$ cat config.mk
export PLATFORM = sky130hd
export DESIGN_NAME = dport_router
export DESIGN_NICKNAME = d
export VERILOG_FILES = /design/src/rtl/dport_pkg.sv /design/src/rtl/dport_decerr.sv /design/src/rtl/dport_router.sv
export SDC_FILE = /design/constraint.sdc
export NUM_CORES = 1
export LEC_CHECK = 0
export CAP_MARGIN = 30
export CORE_AREA = 3 3 149 151
export DETAILED_ROUTE_END_ITERATION = 7
export DIE_AREA = 0 0 152 154
export HOLD_SLACK_MARGIN = 0.02
export PLACE_DENSITY = 0.48
export SYNTH_ARGS = -nofsm -noshare
export SYNTH_HDL_FRONTEND = slang
export SYNTH_SLANG_ARGS = --single-unit
$ cat constraint.sdc
create_clock -name clk -period 7.12 [get_ports clk]
set_input_delay 2.136 -clock clk [delete_from_list [all_inputs] [get_ports clk]]
set_output_delay 2.136 -clock clk [all_outputs]
set_load 0.01 [all_outputs]
$ cat src/rtl/dport_pkg.sv
// Shared constants and helpers for the data-port router: tag width, select encoding
// and the default two-target address map.
package dport_pkg;

    localparam int DPORT_TAG_W = 11;
    // Select index width covers up to four targets plus the error responder slot.
    localparam int DPORT_SEL_W = 3;

    localparam logic [63:0] DPORT_DEF_BASE = {32'h0000_0000, 32'h0000_0000};
    localparam logic [63:0] DPORT_DEF_MASK = {32'h0000_0000, 32'hFFFF_0000};

    // The error responder occupies the index just past the last real target.
    function automatic logic [DPORT_SEL_W-1:0] dport_err_idx(input int num_tgt);
        return num_tgt[DPORT_SEL_W-1:0];
    endfunction

endpackage

$ cat src/rtl/dport_decerr.sv
// Local decode-error responder: acknowledges an accepted unmapped request one
// cycle later, echoing its tag; one response per cycle, back-to-back allowed.
module dport_decerr
    import dport_pkg::*;
(
    input  logic                   clk,
    input  logic                   rst_n,
    input  logic                   req_i,
    input  logic [DPORT_TAG_W-1:0] tag_i,
    output logic                   ack_o,
    output logic [DPORT_TAG_W-1:0] tag_o
);

    logic                   valid_q;
    logic [DPORT_TAG_W-1:0] tag_q;

    always_ff @(posedge clk or negedge rst_n) begin
        if (!rst_n) begin
            valid_q <= 1'b0;
            tag_q   <= '0;
        end else begin
            valid_q <= req_i;
            if (req_i) begin
                tag_q <= tag_i;
            end
        end
    end

    assign ack_o = valid_q;
    assign tag_o = tag_q;

endmodule

$ cat src/rtl/dport_router.sv
// Data-port router: decodes each LSU request to one of NUM_TGT targets (or the
// local error responder), stalls on target switches and full outstanding count,
// and returns responses from the target that owns the outstanding requests.
module dport_router
    import dport_pkg::*;
#(
    parameter int                    NUM_TGT     = 2,
    parameter logic [32*NUM_TGT-1:0] TGT_BASE    = DPORT_DEF_BASE,
    parameter logic [32*NUM_TGT-1:0] TGT_MASK    = DPORT_DEF_MASK,
    parameter int                    DEFAULT_TGT = 1,
    parameter bit                    DECERR_EN   = 1'b0,
    parameter int                    PEND_W      = 5
) (
    input  logic                           clk,
    input  logic                           rst_n,
    input  logic [31:0]                    mem_addr_i,
    input  logic [31:0]                    mem_data_wr_i,
    input  logic                           mem_rd_i,
    input  logic [3:0]                     mem_wr_i,
    input  logic                           mem_cacheable_i,
    input  logic [DPORT_TAG_W-1:0]         mem_req_tag_i,
    input  logic                           mem_inv_i,
    input  logic                           mem_wb_i,
    input  logic                           mem_flush_i,
    output logic [31:0]                    mem_data_rd_o,
    output logic                           mem_accept_o,
    output logic                           mem_ack_o,
    output logic                           mem_error_o,
    output logic [DPORT_TAG_W-1:0]         mem_resp_tag_o,
    output logic [32*NUM_TGT-1:0]          tgt_addr_o,
    output logic [32*NUM_TGT-1:0]          tgt_data_wr_o,
    output logic [NUM_TGT-1:0]             tgt_rd_o,
    output logic [4*NUM_TGT-1:0]           tgt_wr_o,
    output logic [NUM_TGT-1:0]             tgt_cacheable_o,
    output logic [DPORT_TAG_W*NUM_TGT-1:0] tgt_req_tag_o,
    output logic [NUM_TGT-1:0]             tgt_inv_o,
    output logic [NUM_TGT-1:0]             tgt_wb_o,
    output logic [NUM_TGT-1:0]             tgt_flush_o,
    input  logic [NUM_TGT-1:0]             tgt_accept_i,
    input  logic [NUM_TGT-1:0]             tgt_ack_i,
    input  logic [NUM_TGT-1:0]             tgt_error_i,
    input  logic [32*NUM_TGT-1:0]          tgt_data_rd_i,
    input  logic [DPORT_TAG_W*NUM_TGT-1:0] tgt_resp_tag_i
);

    localparam logic [DPORT_SEL_W-1:0] ERR_IDX  = dport_err_idx(NUM_TGT);
    localparam logic [DPORT_SEL_W-1:0] DEF_IDX  = DECERR_EN ? ERR_IDX : DPORT_SEL_W'(DEFAULT_TGT);
    localparam logic [PEND_W-1:0]      PEND_MAX = '1;

    logic                   request_w;
    logic [DPORT_SEL_W-1:0] sel_w;
    logic                   sel_accept_w;
    logic                   hold_w;
    logic                   err_req_w;
    logic                   err_ack_w;
    logic [DPORT_TAG_W-1:0] err_tag_w;

    logic [DPORT_SEL_W-1:0] tgt_q, tgt_d;
    logic [PEND_W-1:0]      pend_q, pend_d;

    assign request_w = mem_rd_i | (|mem_wr_i) | mem_inv_i | mem_wb_i | mem_flush_i;

    // Walk from the highest index down so the lowest-index hit has the last word.
    always_comb begin
        sel_w = DEF_IDX;
        for (int i = NUM_TGT - 1; i >= 0; i--) begin
            if ((mem_addr_i & TGT_MASK[32*i +: 32]) == TGT_BASE[32*i +: 32]) begin
                sel_w = DPORT_SEL_W'(i);
            end
        end
    end

    always_comb begin
        sel_accept_w = (sel_w == ERR_IDX);
        for (int i = 0; i < NUM_TGT; i++) begin
            if (sel_w == DPORT_SEL_W'(i)) begin
                sel_accept_w = tgt_accept_i[i];
            end
        end
    end

    // Handshake: a request transfers in the cycle where request_w and mem_accept_o
    // are both high; a response transfers in any cycle where mem_ack_o is high
    // (the LSU never back-pressures responses).
    assign hold_w       = ((pend_q != '0) && (sel_w != tgt_q)) || (pend_q == PEND_MAX);
    assign mem_accept_o = request_w & sel_accept_w & ~hold_w;
    assign err_req_w    = mem_accept_o & (sel_w == ERR_IDX);

    for (genvar g = 0; g < NUM_TGT; g++) begin : g_tgt
        logic fwd_w;
        assign fwd_w = (sel_w == DPORT_SEL_W'(g)) & ~hold_w;

        assign tgt_addr_o[32*g +: 32]                    = mem_addr_i;
        assign tgt_data_wr_o[32*g +: 32]                 = mem_data_wr_i;
        assign tgt_cacheable_o[g]                        = mem_cacheable_i;
        assign tgt_req_tag_o[DPORT_TAG_W*g +: DPORT_TAG_W] = mem_req_tag_i;
        assign tgt_rd_o[g]                               = mem_rd_i & fwd_w;
        assign tgt_wr_o[4*g +: 4]                        = mem_wr_i & {4{fwd_w}};
        assign tgt_inv_o[g]                              = mem_inv_i & fwd_w;
        assign tgt_wb_o[g]                               = mem_wb_i & fwd_w;
        assign tgt_flush_o[g]                            = mem_flush_i & fwd_w;
    end

    // Responses follow the registered owner; acks from any other target are dropped.
    always_comb begin
        mem_ack_o      = 1'b0;
        mem_error_o    = 1'b0;
        mem_data_rd_o  = '0;
        mem_resp_tag_o = '0;
        if (tgt_q == ERR_IDX) begin
            mem_ack_o      = err_ack_w;
            mem_error_o    = err_ack_w;
            mem_resp_tag_o = err_tag_w;
        end
        for (int i = 0; i < NUM_TGT; i++) begin
            if (tgt_q == DPORT_SEL_W'(i)) begin
                mem_ack_o      = tgt_ack_i[i];
                mem_error_o    = tgt_error_i[i];
                mem_data_rd_o  = tgt_data_rd_i[32*i +: 32];
                mem_resp_tag_o = tgt_resp_tag_i[DPORT_TAG_W*i +: DPORT_TAG_W];
            end
        end
    end

    always_comb begin
        tgt_d  = mem_accept_o ? sel_w : tgt_q;
        pend_d = pend_q;
        if (mem_accept_o && !mem_ack_o) begin
            pend_d = pend_q + 1'b1;
        end else if (!mem_accept_o && mem_ack_o && (pend_q != '0)) begin
            pend_d = pend_q - 1'b1;
        end
    end

    always_ff @(posedge clk or negedge rst_n) begin
        if (!rst_n) begin
            tgt_q  <= '0;
            pend_q <= '0;
        end else begin
            tgt_q  <= tgt_d;
            pend_q <= pend_d;
        end
    end

    dport_decerr u_decerr (
        .clk   (clk),
        .rst_n (rst_n),
        .req_i (err_req_w),
        .tag_i (mem_req_tag_i),
        .ack_o (err_ack_w),
        .tag_o (err_tag_w)
    );

endmodule

# After elaboration in Yosys (flattened, before gate mapping)
# Index checks and enable logic that the tools add are counted.
# Widths: inputs -> output; s select.
# word_totals
latchBits	0
regBits	20
mem_bits_rw	0
elab_cells	60
inputBits	178
rom_bits	0
mem_count	0
# op_classes
addsub	2
shift	0
magnitude_cmp	0
n_bitwise	20
div_mod_pow	0
eq_ne	6
mul	0
reduce_logical	13
n_mux	15
# op_table
operator	n
$mux 32	2
$mux 11	3
$logic_not 32->1	1
$and 1x1->1	13
$mux 5	2
$and 4x4->4	2
$mux 1	8
$logic_not 3->1	2
$add 5x1->5 const B	1
$eq 5x5->1 const B	1
$reduce_bool 5->1	1
$sub 5x1->5 const B	1
$logic_and 1x1->1	4
$or 1x1->1	4
$reduce_or 4->1	1
$eq 3x1->1 const B	1
$eq 3x2->1 const B	1
$ne 1x3->1	1
$eq 1x2->1 const B	1
$logic_not 1->1	2
$reduce_bool 2->1	1
$eq 1x1->1 const B	1
$logic_or 1x1->1	1
$not 1->1	1

# Logic depth before layout (Yosys ltp)
# depth
depth_word	12
ltp_mapped	11

# Least setup slack after synthesis
# OpenSTA, ideal clock, no wires.
# synth_timing
path_kind	input port to output port
from	in mem_addr_i[26]
to	out mem_accept_o
t_arrival_ps	3266
path_buffers	1
cell_stages	5
path_slack_ps	1718
cell_sequence	nor4_1 -> and4_1 -> buf_6 -> nand3_1 -> a211oi_4
# synth_between
elab_chain_len	7
# synth_rtl
element	line	text
start: declaration	dport_router.sv:16	input logic [31:0] mem_addr_i,
$logic_not 32->1 (*)	dport_router.sv:67	if ((mem_addr_i & TGT_MASK[32*i +: 32]) == TGT_BASE[32*i +: 32]) begin
$mux 1 (*)	dport_router.sv:67	
$eq 1x2->1, or another cell as far along	dport_router.sv:74	sel_accept_w = (sel_w == ERR_IDX);
$mux 1 or $logic_and 1x1->1 (tied branches)	dport_router.sv:76, dport_router.sv:85	
$mux 1 or $logic_or 1x1->1 (tied branches)	dport_router.sv:76, dport_router.sv:85	
$and 1x1->1 or $not 1->1 (tied branches)	dport_router.sv:86	assign mem_accept_o = request_w & sel_accept_w & ~hold_w;
$and 1x1->1 (*)	dport_router.sv:86	
end: declaration	dport_router.sv:26	output logic mem_accept_o,
# Mark *: on every way between the ends. The rest lies on a longest branch, timed or not.

# Final worst setup path
# layout_timing
from	in mem_addr_i[16]
to	out tgt_rd_o[0]
# layout_between
elab_chain_len	8
# layout_rtl
element	line	text
$logic_not 32->1 (*)	dport_router.sv:67	
$mux 1 (*)	dport_router.sv:67	
$ne 1x3->1	dport_router.sv:85	assign hold_w = ((pend_q != '0) && (sel_w != tgt_q)) || (pend_q == PEND_MAX);
$logic_and 1x1->1	dport_router.sv:85	
$logic_or 1x1->1	dport_router.sv:85	
$not 1->1	dport_router.sv:91	assign fwd_w = (sel_w == DPORT_SEL_W'(g)) & ~hold_w;
$and 1x1->1 (*)	dport_router.sv:91	
$and 1x1->1 (*)	dport_router.sv:97	assign tgt_rd_o[g] = mem_rd_i & fwd_w;
end: declaration	dport_router.sv:32	output logic [NUM_TGT-1:0] tgt_rd_o,
# Marked as above.

==> results.ini <==
[synth]
synth-seq-cells = 6
synth.distinct_cells = 36
avgSynthCellArea_sq_um = 8.44
synth_edf_count = 0
synth_top_family_by_area = buffers and inverters
async_flop_share = 1.00
synth_compound_area_frac = 0.0467
synth_xor_area_frac = 0.0113
seq_area_frac_synth = 0.0644
yosys.area_share.simple = 0.111
yosys.area.top_type_share = 0.490
yosysTopAreaCell = buf_4
synthMuxAreaShare = 0.237
synth_area_leaders = buf_4, mux2_2, dfrtp_1
synth_fa_ha_area_frac = 0.0247
synthCells = 276
ys.flop_type = dfrtp_1
netlist_area_sq_um = 2330
yosys_warnings = 0
synth_nets = 458

[clock_network]
postCtsSetupBuffers = 0
cts_made_buffers = 3
cts_tree = done
ctsResizeCount = 0
hold_buffers = 0
cts_root_buf = clkbuf_16
htreeDepth = 1
path_clk_slew_ps = 30
clock-sinks = 6
clockBufferDepth = 2
clk_latency_ps = 230

[sta]
hold_slack_ps = 574
tightest_slew_ps = 476
timing.final.crit_share = 0.941
setup_violations = 0
clock_skew_ps = 2.45
fin_setup_tns_ps = 0
fmax_mhz = 149
drv_slew = 0
slew_headroom = 0.683
hold_viol_final = 0
fin_crit_ps = 6700
rsz0062_at_grt = no

[placement]
numPortBuffers = 211
gp_congestion = 0.793
hpwl_um = 7220

[die]
fp-row-count = 53
die_h_um = 154
die_area_sq_um = 23400
start_util = 0.111
die_w_um = 152
io_pins = 392
fp.coreArea_sq_um = 21000

[cells_and_area]
fin_nets = 518
layout-drive-gt1-share = 0.170
final_util = 0.177
syn_to_final_growth_pct = 59.2
antenna_cells = 0

[setup_path]
rr_worst_depth = 11
r2r_end = pend_q[4]$_DFFE_PN0P_
critPathLaunch = mem_addr_i[16]
arrival_ps = 4560
crit_end = tgt_rd_o[0]
worstPathRequired_ps = 4980
cp-end-kind = output port
critPathKind = primary input to output port
regToRegSetupSlack_ps = 3620
start_kind = primary input
r2r-start = tgt_q[0]$_DFFE_PN0P_
cp_max_fo = 8

[power]
peakVddDrop_v = 0.0000619
powerDensity_nw_per_um2 = 115
power_mw = 0.428
p_leak_nw = 1.31

[min_path]
hold_class = flop to flop

[drt]
vias_per_cell = 3.19
vias = 1945
drtPass1Iterations = 4
drc = 0
drt_iter0_drc = 16
wire_per_inst_um = 13.5
routed_wl_um = 8240
ant_nets = 0

[run]
maxCapViolations = 0

[global_route]
grt_pass1_wl_um = 12000
grt_usage = 0.0643
antenna_found_initial = 0
first_global_vias = 2045
overflow = 0
grt_start_max_net_pins = 36

[outcome]
status = finished clean

-- cell families (layout without fill, tap and decap cells) --
kind of cell	Yosys count	count (layout)
muxes	49	49
buffers and inverters	159	218
DFF	6	6
adders and majority gates	4	4
xor gates and xnor gates	3	3
and+or+nand+nor	42	42
AOI/OAI and AO/OA	13	13
-- flip-flops by register name, indices dropped and copies added (netlist names) --
register	count
tgt_q	1
pend_q	5
-- power breakdown --
part           total [mW]  switching (mW)  internal [mW]
clock network      0.0924          0.0182         0.0742
logic               0.264          0.0939          0.170
registers          0.0724          0.0225         0.0499
total               0.428           0.135          0.294
-- Yosys cell counts, types with 2 or more instances --
cell type,instances
dfrtp_1,6
buf_4,152
nor2_1,3
a21o_1,2
a21oi_1,2
mux2_2,44
nand3_1,3
xnor2_1,2
and2_1,16
ha_1,3
mux2_1,3
nor4_1,6
nand2_1,5
and4_1,2
clkbuf_1,5
nand4_1,2
-- cells in the final DEF, fill, tap and decap left out, types with 2 or more instances in the layout --
master           count
nor4_1               6
and2_1              16
nor2_1               3
and4_1               2
mux2_2              44
clkbuf_16            3
nand3_1              3
clkdlybuf4s50_1    211
nand2_1              5
buf_4                2
dfrtp_1              5
xnor2_1              2
a21o_1               2
nand4_1              2
a21oi_1              2
mux2_1               3
ha_1                 3
-- metrics by stage --
stage | setup WS [ps] | std cells | instance area, sq um
6_report | 419 | 610 | 3710
5_1_grt | 144 | 610 | 3710
4_1_cts | 341 | 610 | 3710
3_5_place_dp | 331 | 606 | 3630
3_3_place_gp | 398 | 606 | 3630
2_1_floorplan | 1720 | 276 | 2330
-- per-layer routing --
layer	global-route usage	up-vias	routed length (um)
li1	-	889	-
met1	0.0692	831	2990
met2	0.108	191	3870
met3	0.0335	32	1070
met4	0.0214	2	250
met5	0.0166	-	53
-- cell type report --
| type | instances | area [sq um] |
|---|---|---|
| Fill cell | 2356 | 17200 |
| Multi-Input combinational cell | 111 | 1000 |
| Inverter | 1 | 3.75 |
| Tap cell | 275 | 344 |
| Clock buffer | 4 | 78.8 |
| Sequential cell | 6 | 151 |
| Timing Repair Buffer | 213 | 2130 |
-- worst max-delay path, cell delays in order --
cell and delay, ps:
clkdlybuf4s50_1 460, nor4_1 420, and4_1 390, nand2_1 70, nor2_1 340, and2_1 200, clkdlybuf4s50_1 540
-- worst min path at each step --
stage | startpoint | end | slack, ps | cells after the start
after global placement | pend_q[3]$_DFFE_PN0P_ | pend_q[3]$_DFFE_PN0P_ | 560 | 1
after detailed placement | pend_q[3]$_DFFE_PN0P_ | pend_q[3]$_DFFE_PN0P_ | 570 | 1
after floorplan | pend_q[2]$_DFFE_PN0P_ | pend_q[2]$_DFFE_PN0P_ | 520 | 1
after global routing | pend_q[2]$_DFFE_PN0P_ | pend_q[2]$_DFFE_PN0P_ | 580 | 1
final | pend_q[3]$_DFFE_PN0P_ | pend_q[3]$_DFFE_PN0P_ | 570 | 1
after CTS | pend_q[2]$_DFFE_PN0P_ | pend_q[2]$_DFFE_PN0P_ | 580 | 1
No activity file was read; power rests on OpenSTA's default activity.
